===== config.mk =====
export PLATFORM = sky130hd
export DESIGN_NAME = fetch_stage
export DESIGN_NICKNAME = d
export VERILOG_FILES = /design/src/rtl/core_pkg.sv /design/src/rtl/pc_reg.sv /design/src/rtl/fetch_stage.sv
export SDC_FILE = /design/constraint.sdc
export NUM_CORES = 1
export LEC_CHECK = 0
export BUFFER_PORTS_ARGS = -buffer_cell sky130_fd_sc_hd__clkbuf_2
export CORE_ASPECT_RATIO = 0.8
export CORE_UTILIZATION = 40
export CTS_CLUSTER_DIAMETER = 50
export DETAILED_ROUTE_END_ITERATION = 16
export GPL_TIMING_DRIVEN = 1
export PLACE_DENSITY = 0.72
export SYNTH_ARGS = -nofsm -noshare
export SYNTH_HDL_FRONTEND = slang
export SYNTH_SLANG_ARGS = --single-unit

===== constraint.sdc =====
create_clock -name clk_i -period 8.31 [get_ports clk_i]
set_clock_uncertainty 0.05 [all_clocks]
set_input_delay 2.0775 -clock clk_i [delete_from_list [all_inputs] [get_ports clk_i]]
set_output_delay 2.0775 -clock clk_i [all_outputs]
set_load 0.02 [all_outputs]

===== src/rtl/core_pkg.sv =====
// Shared fetch-side definitions: reset PC, bubble encoding and the IF/ID record.
package core_pkg;

   localparam logic [31:0] RESET_PC_DEFAULT = 32'h0000_0000;
   localparam logic [31:0] NOP_INST         = 32'h0000_0013;

   typedef struct packed {
      logic [31:0] pc;
      logic [31:0] inst;
      logic        valid;
   } if_id_t;

   function automatic logic [31:0] pc_plus4(input logic [31:0] pc);
      return pc + 32'd4;
   endfunction

endpackage


===== src/rtl/pc_reg.sv =====
// Program counter with next-PC selection: redirect over stall over increment.
import core_pkg::*;

module pc_reg #(
   parameter logic [31:0] RESET_PC = RESET_PC_DEFAULT
) (
   input  logic        clk_i,
   input  logic        rst_i,
   input  logic        stall_i,
   input  logic        redirect_i,
   input  logic [31:0] redirect_pc_i,
   output logic [31:0] pc_o
);

   logic [31:0] pc_q;
   logic [31:0] pc_d;

   // Targets are forced word-aligned; the misalign report, if any, lives upstream.
   always_comb begin
      pc_d = pc_plus4(pc_q);
      if (redirect_i)
         pc_d = redirect_pc_i & ~32'h0000_0003;
      else if (stall_i)
         pc_d = pc_q;
   end

   always_ff @(posedge clk_i or posedge rst_i) begin
      if (rst_i)
         pc_q <= RESET_PC;
      else
         pc_q <= pc_d;
   end

   assign pc_o = pc_q;

endmodule


===== src/rtl/fetch_stage.sv =====
// Instruction fetch: PC, instruction-memory address and IF/ID register.
// Optional FETCH_MISALIGN_TRAP_EN reports redirects to non-word-aligned targets.
import core_pkg::*;

module fetch_stage #(
   parameter logic [31:0] RESET_PC = RESET_PC_DEFAULT
) (
   input  logic        clk_i,
   input  logic        rst_i,
   input  logic        stall_i,
   input  logic        flush_i,
   input  logic        redirect_i,
   input  logic [31:0] redirect_pc_i,
   output logic [31:0] imem_addr_o,
   output logic        imem_rst_n_o,
   input  logic [31:0] imem_inst_i,
   output logic [31:0] if_pc_o,
   output logic [31:0] if_pc4_o,
   output logic [31:0] if_inst_o,
   output logic        if_valid_o,
   output logic        misalign_o,
   output logic [31:0] misalign_addr_o
);

   logic [31:0] pc_q;
   if_id_t      if_id_q;

   pc_reg #(.RESET_PC(RESET_PC)) u_pc_reg (
      .clk_i         (clk_i),
      .rst_i         (rst_i),
      .stall_i       (stall_i),
      .redirect_i    (redirect_i),
      .redirect_pc_i (redirect_pc_i),
      .pc_o          (pc_q)
   );

   // A redirect squashes whatever was fetched on the wrong path, even under stall.
   always_ff @(posedge clk_i or posedge rst_i) begin
      if (rst_i) begin
         if_id_q.pc    <= RESET_PC;
         if_id_q.inst  <= NOP_INST;
         if_id_q.valid <= 1'b0;
      end else if (redirect_i || flush_i) begin
         if_id_q.pc    <= pc_q;
         if_id_q.inst  <= NOP_INST;
         if_id_q.valid <= 1'b0;
      end else if (!stall_i) begin
         if_id_q.pc    <= pc_q;
         if_id_q.inst  <= imem_inst_i;
         if_id_q.valid <= 1'b1;
      end
   end

`ifdef FETCH_MISALIGN_TRAP_EN
   logic        misalign_q;
   logic [31:0] misalign_addr_q;

   always_ff @(posedge clk_i or posedge rst_i) begin
      if (rst_i) begin
         misalign_q      <= 1'b0;
         misalign_addr_q <= 32'h0;
      end else begin
         misalign_q <= redirect_i && (redirect_pc_i[1:0] != 2'b00);
         if (redirect_i && (redirect_pc_i[1:0] != 2'b00))
            misalign_addr_q <= redirect_pc_i;
      end
   end

   assign misalign_o      = misalign_q;
   assign misalign_addr_o = misalign_addr_q;
`else
   assign misalign_o      = 1'b0;
   assign misalign_addr_o = 32'h0;
`endif

   assign imem_addr_o  = pc_q;
   assign imem_rst_n_o = ~rst_i;
   assign if_pc_o      = if_id_q.pc;
   assign if_pc4_o     = pc_plus4(if_id_q.pc);
   assign if_inst_o    = if_id_q.inst;
   assign if_valid_o   = if_id_q.valid;

endmodule

==> flow_summary.ini, run 1 <==
[status]
outcome = completed

[clock_tree]
clk_pin_slew_ns = 0.07
cts-resized-gates = 0
cts_buffers = 9
cts_max_level = 3
cts-root-buf = clkbuf_16
clock_sinks = 93
postCtsSetupBuffers = 0
clk_path_buf_depth = 2
hold_buffers = 0
cts_tree = built
worstSkewPairLatency_ns = 0.33

[drt]
firstDrtPassIters = 6
vias = 4481
drt-initial-drc-count = 216
drc = 0
via_per_inst = 5.25
ant_nets = 0
wl_um = 12900
wl_per_cell_um = 15.1

[grt]
grt_pass1_wl_um = 20900
track_usage_pct = 20.7
overflow = 0
grt_pass1_vias = 4118
grt_max_degree = 64
grt_antenna_before_repair = 0

[yosys]
synth_area_um2 = 4930
ys_ff_latch = 93
synthArstFlopShare_pct = 100
yosys_warnings = 0
yosys.area.top_type = dfrtp_1
synth_area_leaders = dfrtp_1, nand2_1, buf_4
synth_edf_count = 0
synth_top_area_share_pct = 45.7
yosysUniqueCellTypes = 43
ys.flop_type = dfrtp_1
syn_avg_cell_area_um2 = 9.33
postSynthCellCount = 528
ys_seq_area_share_pct = 47.3

[floorplanning]
io_pins = 232
start_util_pct = 42.0
core-area_um2 = 11700
dieArea_um2 = 12800
die_h_um = 101
die_w_um = 126
row_count = 35

[final_layout]
mostFrequentLayoutCells = clkbuf_2, nand2_1, dfrtp_1, conb_1
design_area_um2 = 6120
final_common_cell = clkbuf_2
layout-drive-gt1-share_pct = 31.9
n_antenna_cell = 0
synthToLayoutAreaGrowth_pct = 24.3
fill_cells = 1081
post-route-util_pct = 52.2
nets = 772

[critical_path]
worstPathMaxFanout = 32
crit_top_cell = clkbuf_2
crit_path_end_kind = primary output
cp_slowest_cell = inv_4
cp_top_family = buffers and inverters
path_cells = clkbuf_2, inv_4, clkbuf_2
cp-start-kind = input pin
r2r_slack_ns = 6.06
cp_num_buf_inv = 3
worstPathArrival_ns = 2.71
crit_required_ns = 6.18
path_class = in2out
cpPeakStageDelay_ns = 0.27

[timing]
fmax_mhz = 207
setup_tns_ns = 0
rsz0062_at_grt = no
hold_violations = 0
maxSlewHeadroom_pct = 22.2
min_period_ns = 4.84
max_slew.worst_pin.slew_ns = 1.16
slew_violations = 0
setup_ws_ns = 3.47
fin_crit_sh_pct = 58.2
setup-violations-final = 0

[pwr]
ir_drop_mv = 0.0872
leakagePower_uw = 0.00304
power_density_nw_per_um2 = 203

[placed_design]
hpwlAfterDp_um = 9520
port_buffers = 190
dpl-instance-area_um2 = 5800
gp_congestion = 0.873
dp_slack_ns = 3.44

[run]
cap_violations = 0

[worst_hold_path]
hp-class = reg2reg
[area by class of cell]
type	instances	area [um^2]	share of cell area, %
repair buffers	192	966	15.8
clock buffers	11	243	3.96
inverters	8	32.5	0.531
multi-input cells	397	2280	37.3
flip-flops and latches	93	2330	38.1
clock inverters	5	82.6	1.35
well taps	148	185	3.02
[cells in the mapped netlist, types with 4 or more instances]
| cell type | count |
|---|---|
| nand3_1 | 27 |
| and3_1 | 7 |
| nor2_1 | 21 |
| a31oi_1 | 10 |
| dfrtp_1 | 90 |
| clkbuf_1 | 17 |
| buf_2 | 8 |
| xor2_1 | 12 |
| o31ai_1 | 9 |
| a22o_1 | 29 |
| o21ai_0 | 20 |
| or4_1 | 9 |
| nor4_1 | 6 |
| nand4_1 | 24 |
| nor3_1 | 4 |
| o311ai_0 | 8 |
| nand2_1 | 114 |
| inv_1 | 8 |
| xnor2_1 | 29 |
| buf_4 | 40 |
[state kept, by name, summed over array words and instances, names as in the netlist]
register and cells:
if_inst_o 32, if_pc_o 30, u_pc_reg.pc_o 30, if_valid_o 1
[where the power goes]
| group | switching, uW | internal, uW | leakage [uW] | total, uW |
|---|---|---|---|---|
| logic | 167 | 85.7 | 0.00172 | 253 |
| registers | 58.6 | 488 | 0.00116 | 547 |
| clock network | 169 | 273 | 0.000160 | 442 |
| total | 394 | 847 | 0.00304 | 1240 |
[kinds of logic after synthesis]
kind of cell	share of synthesized area (%)
buf+inv	9.34
other cells	0.0761
simple gates	23.2
compound gates	12.1
flops	47.3
fa+ha+maj	0.508
xor+xnor	7.29
mux	0.203
[path summary, 6_finish.rpt]
path | startpoint | to | depth (start not counted)
min reg2reg | if_inst_o[29] | if_inst_o[29] | 1
max in group asynchronous | rst_i | if_pc_o[10] | 3
min | if_inst_o[29] | if_inst_o[29] | 1
min in group asynchronous | rst_i | if_inst_o[16] | 2
max reg2reg | u_pc_reg.pc_o[2] | u_pc_reg.pc_o[26] | 5
max | rst_i | imem_rst_n_o | 3
[stage by stage]
step                      instances  hold slack [ns]  total power, uW
after floorplan                 566            0.549              721
final                           854            0.458             1240
after CTS                       854            0.462             1250
after global routing            854            0.475             1300
after global placement          838            0.440              801
after detailed placement        838            0.442              808
[metal layers]
layer	wire (um)	up-vias	track usage (%)
met5	0	-	0
met4	295	0	8.43
met3	979	28	4.28
met2	5940	229	33.4
li1	-	2132	-
met1	5650	2092	27.4
No activity file was read; power rests on OpenSTA's default activity.
==> run 2: changes to the inputs <==
==> constraint.sdc (replaced) <==
create_clock -name clk_i -period 4.9 [get_ports clk_i]
set_clock_uncertainty 0.05 [all_clocks]
set_input_delay 1.225 -clock clk_i [delete_from_list [all_inputs] [get_ports clk_i]]
set_output_delay 1.225 -clock clk_i [all_outputs]
set_load 0.02 [all_outputs]
==> run 2 against run 1 <==
Effect of this change:
- die area unchanged
- via count decreased by 0.85%
- global-route usage decreased by 0.44 points
- design area increased by 0.14%
- first-iteration DRC count decreased by 12%
- worst setup slack got worse by 2.4 ns
- final cell count grew 0.12%
- critical path depth is 2 higher
- register-to-register slack got worse by 3.4 ns
- wire length is 0.65% higher
- count of clock-buffer cells in the layout is the same
- power rose by 70%
- critical path type is now reg2out
- largest power group unchanged
- highest routed layer unchanged
==> flow_summary.ini, run 2 (synthesis results as in run 1) <==
[final_layout]
largest_reg_flops = 32
synthToLayoutAreaGrowth_pct = 24.5
mostFrequentLayoutCells = clkbuf_2, nand2_1, dfrtp_1, conb_1
fill_cells = 1118
post-route-util_pct = 52.3
layout-drive-gt1-share_pct = 32.0
n_antenna_cell = 0
nets = 773
final_common_cell = clkbuf_2
design_area_um2 = 6130

[clock_tree]
clock_sinks = 93
postCtsSetupBuffers = 0
cts_max_level = 3
clk_pin_slew_ns = 0.06
cts-resized-gates = 0
cts-root-buf = clkbuf_16
clk_path_buf_depth = 2
cts_buffers = 9
hold_buffers = 0
cts_tree = built
worstSkewPairLatency_ns = 0.33

[critical_path]
cp-startpoint = if_pc_o[5]
cpPeakStageDelay_ns = 0.93
crit_top_cell = nand3_1
cp-start-kind = flip-flop
cp_num_buf_inv = 1
path_class = reg2out
crit_path_end_kind = primary output
cp_top_family = simple AND/OR/NAND/NOR gates
cp_slowest_cell = nor3_1
timing.rr.start = u_pc_reg.pc_o[3]
worstPathArrival_ns = 2.54
worstPathMaxFanout = 11
crit_required_ns = 3.62
path_cells = nand3_1, nor3_1, nand3_1, xnor2_1, clkbuf_2

[grt]
grt_max_degree = 65
track_usage_pct = 20.2
grt_antenna_before_repair = 0
grt_pass1_wl_um = 20500
grt_pass1_vias = 4087
overflow = 0

[pwr]
ir_drop_mv = 0.150
power_density_nw_per_um2 = 344
leakagePower_uw = 0.00303
power_uw = 2110

[floorplanning]
dieArea_um2 = 12800
io_pins = 232
core-area_um2 = 11700
die_h_um = 101
die_w_um = 126
start_util_pct = 42.0
row_count = 35

[drt]
wl_per_cell_um = 15.1
wl_um = 12900
via_per_inst = 5.20
vias = 4443
ant_nets = 0
drc = 0
firstDrtPassIters = 4
drt-initial-drc-count = 191

[placed_design]
gp_congestion = 0.868
dpl-instance-area_um2 = 5810
hpwlAfterDp_um = 9610
port_buffers = 190

[worst_hold_path]
holdCritStartpoint = if_inst_o[3]
hp-class = reg2reg

[timing]
fin_crit_sh_pct = 77.9
slew_violations = 0
whs_ns = 0.459
rsz0062_at_grt = no
setup-violations-final = 0
max_slew.worst_pin.slew_ns = 1.13
fmax_mhz = 262
maxSlewHeadroom_pct = 24.4
hold_violations = 0
setup_tns_ns = 0
min_period_ns = 3.82

[run]
cap_violations = 0

[status]
outcome = completed
run 2: stage by stage:
| stage | setup slack [ns] | instances |
|---|---|---|
| 2_1_floorplan | 0.374 | 566 |
| 3_3_place_gp | 1.51 | 839 |
| 3_5_place_dp | 1.41 | 839 |
| 4_1_cts | 1.05 | 855 |
| 5_1_grt | 0.882 | 855 |
| 6_report | 1.08 | 855 |
run 2: report_power, final:
part / total (uW) / internal (uW) / switching, uW / leakage (uW)
Combinational: 429 / 146 / 283 / 0.00173
Clock: 754 / 463 / 291 / 0.000152
Sequential: 929 / 828 / 101 / 0.00116
Total: 2110 / 1440 / 674 / 0.00303
run 2: metal layers:
metal	wire [um]	global-route usage (%)
met1	5840	26.4
met2	6120	35.3
met3	845	3.17
met4	139	5.47
met5	0	0
run 2: worst reg2reg max path, delay by kind of cell, from the launching register on:
family / cells / cell delay, ns
AOI/OAI and AO/OA: 1 / 0.18
adders and majority gates: 1 / 0.20
and+or+nand+nor: 3 / 1.26
DFF: 1 / 0.46
run 2: final timing paths:
path | end | cells past startpoint | slack [ns]
max in group asynchronous | if_pc_o[9] | 3 | 2.85
min | if_inst_o[3] | 1 | 0.46
max reg2reg | u_pc_reg.pc_o[26] | 5 | 2.69
min in group asynchronous | if_inst_o[29] | 2 | 0.80
max | if_pc4_o[19] | 5 | 1.08
min reg2reg | if_inst_o[3] | 1 | 0.46
run 2: cell type report:
class	instances	area [um^2]	share of cell area, %
flip-flops and latches	93	2330	38.0
multi-input cells	397	2280	37.3
repair buffers	193	973	15.9
clock buffers	11	243	3.96
well taps	148	185	3.02
clock inverters	5	83.8	1.37
inverters	8	32.5	0.530
==> run 3: changes to the inputs <==
--- a/config.mk
+++ b/config.mk
@@ -5,13 +5,14 @@
 export SDC_FILE = /design/constraint.sdc
 export NUM_CORES = 1
 export LEC_CHECK = 0
+export ABC_AREA = 1
 export BUFFER_PORTS_ARGS = -buffer_cell sky130_fd_sc_hd__clkbuf_2
 export CORE_ASPECT_RATIO = 0.8
 export CORE_UTILIZATION = 40
 export CTS_CLUSTER_DIAMETER = 50
 export DETAILED_ROUTE_END_ITERATION = 16
 export GPL_TIMING_DRIVEN = 1
-export PLACE_DENSITY = 0.72
+export PLACE_DENSITY = 0.73
 export SYNTH_ARGS = -nofsm -noshare
 export SYNTH_HDL_FRONTEND = slang
 export SYNTH_SLANG_ARGS = --single-unit
==> constraint.sdc (replaced) <==
create_clock -name clk_i -period 3.1 [get_ports clk_i]
set_clock_uncertainty 0.05 [all_clocks]
set_input_delay 0.775 -clock clk_i [delete_from_list [all_inputs] [get_ports clk_i]]
set_output_delay 0.775 -clock clk_i [all_outputs]
set_load 0.02 [all_outputs]
==> run 3 against run 2 <==
Effect of this change:
- critical path depth up 2
- die area up 13%
- hold slack got worse by 0.023 ns
- non-clock buffer count is 4 higher
- global-route usage grew 2.9 points
- flip-flop and latch count unchanged
- power up 55%
- critical path type unchanged
==> flow_summary.ini, run 3 <==
[yosys]
syn_avg_cell_area_um2 = 7.59
synth_top_area_share_pct = 40.5
ys_seq_area_share_pct = 41.9
synth_area_leaders = dfrtp_1, nand2_1, buf_4
yosys_warnings = 0
postSynthCellCount = 733
synthArstFlopShare_pct = 100
synth_common_cells = nand2_1, dfrtp_1, inv_1
synth_area_um2 = 5560
ys_ff_latch = 93
synth_edf_count = 0
yosysUniqueCellTypes = 37
ys.flop_type = dfrtp_1
yosys.area.top_type = dfrtp_1
yosysMostFrequentCell = nand2_1

[timing]
slew_violations = 0
setup_tns_ns = 0
fin_crit_sh_pct = 93.3
hold_violations = 0
rsz0062_at_grt = no
min_period_ns = 2.89
setup-violations-final = 0
fmax_mhz = 346

[clock_tree]
cts_buffers = 9
cts-resized-gates = 0
clk_path_buf_depth = 2
cts_tree = built
cts-root-buf = clkbuf_16
clk_pin_slew_ns = 0.07
cts_max_level = 3
hold_buffers = 0
worstSkewPairLatency_ns = 0.34
clock_sinks = 93
postCtsSetupBuffers = 0

[final_layout]
n_antenna_cell = 0
layout-drive-gt1-share_pct = 26.3
mostFrequentLayoutCells = nand2_1, clkbuf_2, dfrtp_1, inv_1, nor2_1
largest_reg_flops = 32
final_common_cell = nand2_1
post-route-util_pct = 50.5
synthToLayoutAreaGrowth_pct = 22.9
nets = 992

[drt]
wl_um = 16100
drc = 0
firstDrtPassIters = 5
wl_per_cell_um = 14.6
drt-initial-drc-count = 403
vias = 5342
via_per_inst = 4.84
ant_nets = 0

[placed_design]
port_buffers = 190
hpwlAfterDp_um = 12800
gp_congestion = 0.935

[floorplanning]
dieArea_um2 = 14400
core-area_um2 = 13600
row_count = 38
io_pins = 232
die_h_um = 107
start_util_pct = 41.0
die_w_um = 134

[grt]
grt_max_degree = 94
grt_antenna_before_repair = 0
grt_pass1_vias = 4850
grt_pass1_wl_um = 25700
overflow = 0
track_usage_pct = 23.1

[critical_path]
cp_num_buf_inv = 1
path_cells = ha_1, nand2_1, nor2_2, nand2_1, nor2_1, xor2_1, clkbuf_2
cp-start-kind = flip-flop
cp_slowest_cell = dfrtp_1
cp_top_family = simple AND/OR/NAND/NOR gates
cpPeakStageDelay_ns = 0.47
worstPathArrival_ns = 2.07
crit_top_cell = nand2_1
path_class = reg2out
crit_path_end_kind = primary output
crit_required_ns = 2.27
worstPathMaxFanout = 7

[run]
cap_violations = 0

[pwr]
leakagePower_uw = 0.00357
power_density_nw_per_um2 = 480
ir_drop_mv = 0.272

[status]
outcome = completed

[worst_hold_path]
hp-class = reg2reg
==> run 3: final timing paths <==
path                                   from                end  slack [ns]  cells after the start
setup / recovery                 if_pc_o[2]       if_pc4_o[18]        0.21                      7
hold / removal                   if_valid_o         if_valid_o        0.44                      2
setup reg to reg           u_pc_reg.pc_o[3]  u_pc_reg.pc_o[12]        1.54                      8
hold reg to reg                  if_valid_o         if_valid_o        0.44                      2
max in group asynchronous             rst_i       if_inst_o[4]        2.01                      3
min in group asynchronous             rst_i        if_pc_o[28]        0.64                      3
==> run 3: metrics by stage <==
| step | cells | hold slack, ns | power (uW) | cell area (um^2) | setup slack [ns] |
|---|---|---|---|---|---|
| global placement | 1090 | 0.416 | 2300 | 6580 | 0.640 |
| detailed placement | 1090 | 0.419 | 2320 | 6580 | 0.598 |
| floorplan | 771 | 0.539 | 2020 | 5710 | 0.290 |
| global route | 1104 | 0.472 | 3450 | 6840 | 0.0239 |
| finish | 1104 | 0.437 | 3280 | 6840 | 0.207 |
| CTS | 1104 | 0.433 | 3300 | 6840 | 0.224 |
==> run 3: worst reg2reg max path: cells and delay by family, from the launching register on <==
kind	cells	cell delay, ns
adder cells (fa/ha/maj)	1	0.21
flip-flops	1	0.40
AND/OR/NAND/NOR	7	0.79
==> run 3: area by class of cell <==
cell class / instances / area [um^2]
fillers: 1384 / 6710
multi-input cells: 548 / 2710
flip-flops and latches: 93 / 2330
repair buffers: 197 / 1040
inverters: 72 / 274
clock buffers: 10 / 229
well taps: 180 / 225
clock inverters: 4 / 27.5
==> run 3: logic make-up after synthesis <==
family | after synthesis | synth area share, %
compound gates | 96 | 11.3
other cells | 1 | 0.0674
flops | 93 | 41.9
fa+ha+maj | 2 | 0.450
simple gates | 391 | 31.1
xor+xnor | 20 | 3.15
buf+inv | 130 | 12.1
==> run 3: per-layer routing <==
metal  part of all wire [%]  up-vias  global-route usage, %
met4                    1.2        0                   6.33
met1                     50     2453                   35.1
met5                      0        -                      0
li1                       -     2663                      -
met2                     43      214                   33.2
met3                    6.7       12                   4.05
==> run 3: power breakdown <==
| group | internal (uW) | total, uW | switching (uW) |
|---|---|---|---|
| registers | 1320 | 1490 | 169 |
| clock network | 533 | 982 | 449 |
| logic | 254 | 812 | 557 |
| total | 2100 | 3280 | 1180 |
